==> config.mk <==
export PLATFORM = sky130hd
export DESIGN_NAME = scan_decoder
export DESIGN_NICKNAME = d
export VERILOG_FILES = /design/src/rtl/scan_decoder_pkg.sv /design/src/rtl/onehot_decoder.sv /design/src/rtl/scan_decoder.sv
export SDC_FILE = /design/constraint.sdc
export NUM_CORES = 1
export LEC_CHECK = 0
export BUFFER_PORTS_ARGS = -buffer_cell sky130_fd_sc_hd__buf_2
export CORE_MARGIN = 2
export CORE_UTILIZATION = 30
export DETAILED_ROUTE_END_ITERATION = 16
export HOLD_SLACK_MARGIN = 0.12
export SLEW_MARGIN = 20
export SYNTH_ARGS = -nofsm -noshare
export SYNTH_HDL_FRONTEND = slang
export SYNTH_SLANG_ARGS = --single-unit
==> constraint.sdc <==
create_clock -name clk -period 3.5 [get_ports clk]
set_clock_uncertainty 0.15 [all_clocks]
set_input_delay 0.7 -clock clk [delete_from_list [all_inputs] [get_ports clk]]
set_output_delay 0.7 -clock clk [all_outputs]
set_load 0.02 [all_outputs]
==> src/rtl/scan_decoder_pkg.sv <==
// Shared definitions for the scan_decoder block: FSM state encodings and
// mode-select constants.
package scan_decoder_pkg;

    typedef enum logic [1:0] {
        ST_IDLE   = 2'd0,
        ST_DECODE = 2'd1,
        ST_SCAN   = 2'd2
    } state_t;

    localparam logic MODE_DECODE = 1'b0;
    localparam logic MODE_SCAN   = 1'b1;

endpackage : scan_decoder_pkg

==> src/rtl/onehot_decoder.sv <==
// Combinational SEL_W-to-2**SEL_W one-hot decoder with enable.
// With en low every output line is zero.
module onehot_decoder #(
    parameter int SEL_W = 3
) (
    input  logic [SEL_W-1:0]      sel,
    input  logic                  en,
    output logic [2**SEL_W-1:0]   onehot
);

    localparam int OUT_W = 2**SEL_W;

    // One comparator per output line, so at most one line can ever be high.
    generate
        for (genvar gi = 0; gi < OUT_W; gi++) begin : g_line
            assign onehot[gi] = en && (sel == SEL_W'(gi));
        end
    endgenerate

endmodule : onehot_decoder

==> src/rtl/scan_decoder.sv <==
// scan_decoder: registered N-to-2**N one-hot decoder with an auto-scan mode.
//   DECODE: Out/Index follow A with one cycle of latency.
//   SCAN  : starts at A, advances one line every DWELL cycles and pulses
//           Wrap for one cycle each time the index rolls over to 0.
// Optional build macro SCAN_DECODER_ACTIVE_LOW_EN inverts the Out port
// (idle = all ones, active line = 0); Index and Wrap are unaffected.
module scan_decoder
    import scan_decoder_pkg::*;
#(
    parameter int SEL_W = 3,
    parameter int DWELL = 4
) (
    input  logic                  clk,
    input  logic                  rst_n,
    input  logic [SEL_W-1:0]      A,
    input  logic                  E,
    input  logic                  Mode,
    output logic [2**SEL_W-1:0]   Out,
    output logic [SEL_W-1:0]      Index,
    output logic                  Wrap
);

    localparam int OUT_W = 2**SEL_W;
    localparam int DW_W  = (DWELL > 1) ? $clog2(DWELL) : 1;
    localparam logic [DW_W-1:0]  DWELL_LAST = DW_W'(DWELL - 1);
    localparam logic [SEL_W-1:0] INDEX_LAST = SEL_W'(OUT_W - 1);

    state_t              state_reg, state_next;
    logic [SEL_W-1:0]    index_reg, index_next;
    logic [DW_W-1:0]     dwell_reg, dwell_next;
    logic                wrap_reg, wrap_next;
    logic [OUT_W-1:0]    out_reg, onehot_next;
    logic                out_en_next;

    // Next-state decision for the FSM, index, dwell counter and wrap flag.
    always_comb begin
        state_next = state_reg;
        index_next = index_reg;
        dwell_next = dwell_reg;
        wrap_next  = 1'b0;
        if (!E) begin
            state_next = ST_IDLE;
            index_next = '0;
            dwell_next = '0;
        end else if (Mode == MODE_DECODE) begin
            state_next = ST_DECODE;
            index_next = A;
            dwell_next = '0;
        end else if (state_reg != ST_SCAN) begin
            // Fresh scan entry: start line comes from A, full dwell ahead.
            state_next = ST_SCAN;
            index_next = A;
            dwell_next = '0;
        end else if (dwell_reg == DWELL_LAST) begin
            // Natural SEL_W-bit overflow provides the wrap to line 0.
            state_next = ST_SCAN;
            index_next = index_reg + SEL_W'(1);
            dwell_next = '0;
            wrap_next  = (index_reg == INDEX_LAST);
        end else begin
            state_next = ST_SCAN;
            dwell_next = dwell_reg + DW_W'(1);
        end
    end

    assign out_en_next = (state_next != ST_IDLE);

    onehot_decoder #(
        .SEL_W (SEL_W)
    ) u_onehot (
        .sel    (index_next),
        .en     (out_en_next),
        .onehot (onehot_next)
    );

    // State, index, dwell, wrap and one-hot output registers.
    always_ff @(posedge clk or negedge rst_n) begin
        if (!rst_n) begin
            state_reg <= ST_IDLE;
            index_reg <= '0;
            dwell_reg <= '0;
            wrap_reg  <= 1'b0;
            out_reg   <= '0;
        end else begin
            state_reg <= state_next;
            index_reg <= index_next;
            dwell_reg <= dwell_next;
            wrap_reg  <= wrap_next;
            out_reg   <= onehot_next;
        end
    end

`ifdef SCAN_DECODER_ACTIVE_LOW_EN
    assign Out = ~out_reg;
`else
    assign Out = out_reg;
`endif
    assign Index = index_reg;
    assign Wrap  = wrap_reg;

endmodule : scan_decoder

==> metrics.yaml <==
worst_setup_path:
  end_kind: "register"
  worst-path-buf-inv: 0
  slowest_stage: "dfrtp_1"
  cp_cell_sequence: "ha_1 > ha_1 > mux2i_1 > nand2_1 > and4_2"
  cp_max_fo: 5
  max_stage_delay_ns: 0.42
  critPathRequiredTime_ns: 3.53
  path_delay_family: "adder cells"
  ff2ff_path_depth: 5
  cpMostUsedCell: "ha_1"
  ff2ff_setup_slack_ns: 1.55
  r2r-start: "Index[0]$_DFF_PN0_"
  cp-start-kind: "register"
  startpoint: "Index[0]$_DFF_PN0_"
  reg2reg_to: "Out[6]$_DFF_PN0_"
  crit_type: "reg -> reg"
  cp.arrival_ns: 1.98
timing:
  rsz0062_at_grt: "no"
  drv_slew: 0
  post-route-min-period_ns: 1.95
  setup_tns_ns: 0
  setup_viol: 0
  slew_headroom_pct: 69.9
  fin_crit_sh_pct: 55.8
  hold_viol: 0
  tightest_slew_ns: 0.439
  hold_ws_ns: 0.155
  clock.fmax_ghz: 0.512
pwr:
  p_leak_nw: 0.488
  power_w: 0.000361
  power_density_nw_per_um2: 407
  vdd_drop_max_mv: 0.229
detailed_routing:
  routedWlPerCell_um: 13.4
  first_iter_violations: 6
  antenna_left: 0
  postRouteWirelength_mm: 1.45
  drc_errors: 0
  vias_per_cell: 5.12
  vias: 553
  drtPass1Iterations: 4
synthesis:
  post_synth.cell_area_avg_um2: 12.5
  yosys_warnings: 0
  syn_area_um2: 737
  syn_nets: 69
  synth_edf_count: 0
  postSynth.asyncResetShare_pct: 100
  synth_cell_types: 25
  synth_area_leader_cell: "dfrtp_1"
  yosysSeqAreaShare_pct: 54.3
  synth_cells: 59
  yosysTopAreaCellShare_pct: 54.3
  synth_ff_type: "dfrtp_1"
  synth_seq_cells: 16
  synth.top_cells.by_area: "dfrtp_1 (54%), mux2i_1 (5.4%), ha_1 (5.1%)"
clocking:
  tritoncts: "yes"
  htreeDepth: 1
  clk_pin_slew_ns: 0.09
  clockRootBuffer: "clkbuf_4"
  clock_sinks: 16
  numCtsBuffers: 3
  clockBufferDepth: 2
  postCtsSetupBuffers: 0
  hold_buffers: 0
  cts_resized: 0
  insertion_delay_ns: 0.29
cells_and_area:
  final_cell_mix: "buf_2 (18), dfrtp_1 (16), nor2_1 (5), nor4_1 (5), mux2i_1 (4)"
  area_delta_synth_final_pct: 20.4
  largest_reg_flops: 8
  nNetsFinal: 91
  fillers: 223
  diodes: 0
  drive_above_1_share_pct: 37.5
  final_common_cell: "buf_2"
global_routing:
  grt_use_met2_pct: 17.1
  antenna_found_initial: 0
  grtUsageMet3_pct: 4.17
  grt.busiest_layer: "met2"
  use_met1_pct: 15.5
  grt_overflow: 0
  grt_pass1_wl_mm: 2.27
  grt_pass1_vias: 488
  grt_max_degree: 17
  grt.total_usage_pct: 11.5
die:
  design.core.area_um2: 2280
  chipWidth_um: 53.6
  io_pins: 19
  start_util_pct: 32.4
  fp.dieH_um: 53.6
  placementRows: 17
  die_area_um2: 2870
placed_design:
  port_buffers: 18
  gp_congestion: 0.783
  place_hpwl_mm: 1.09
run:
  cap_viol_max_count: 0
outcome:
  status: "complete, no violations"
worst_hold_path:
  hold_path_class: "in -> async"
-- stage by stage --
step / setup slack [ns] / area [um^2] / cells / util [%]
3_5_place_dp: 1.48 / 851 / 104 / 37.4
4_1_cts: 1.56 / 887 / 108 / 39.0
2_1_floorplan: 1.71 / 737 / 59 / -
5_1_grt: 1.49 / 887 / 108 / 39.0
3_3_place_gp: 1.49 / 851 / 104 / 37.4
6_report: 1.55 / 887 / 108 / 39.0
-- logic make-up after synthesis --
family | count (synthesis) | synth area share [%]
AOI/OAI and AO/OA | 4 | 5.09
buffers and inverters | 2 | 2.04
xor gates and xnor gates | 1 | 1.19
adders and majority gates | 3 | 5.09
DFF | 16 | 54.3
muxes | 7 | 11.0
and+or+nand+nor | 26 | 21.2
-- per-layer routing --
layer  share of wire [%]  vias up
met5                   0        -
met4                0.83        0
met3                 6.9        2
met2                  47       17
met1                  45      273
li1                    -      261
-- report_power, final --
part | switching [W] | leakage, nW | internal [W]
sequential | 0.00000327 | 0.216 | 0.000191
combinational | 0.0000297 | 0.251 | 0.0000177
clock | 0.0000563 | 0.0210 | 0.0000633
total | 0.0000893 | 0.488 | 0.000272
-- how the worst max path moves through the flow --
| stage | endpoint | slack (ns) | cells after the start |
|---|---|---|---|
| finish | Out[6]$_DFF_PN0_ | 1.55 | 5 |
| global route | Out[6]$_DFF_PN0_ | 1.49 | 5 |
| CTS | Out[6]$_DFF_PN0_ | 1.56 | 5 |
| detailed placement | Out[5]$_DFF_PN0_ | 1.48 | 4 |
| global placement | Out[7]$_DFF_PN0_ | 1.49 | 4 |
| floorplan | Out[0]$_DFF_PN0_ | 1.71 | 5 |
-- layout make-up --
class,instances,area [um^2],area share [%]
Tap cell,28,35.0,3.95
Inverter,1,3.75,0.423
Clock buffer,4,36.3,4.09
Timing Repair Buffer,18,90.1,10.2
Multi-Input combinational cell,41,322,36.2
Sequential cell,16,400,45.1
-- synthesized netlist by cell type (2+ instances only) --
cell and count:
nand2_1 3, mux2_4 2, nor3_1 2, o221a_2 2, ha_1 3, mux2i_1 4, dfrtp_1 16, nor3b_1 2
nor2_1 5, nor4_1 5
Note: power is estimated with default switching activity, not from simulation.
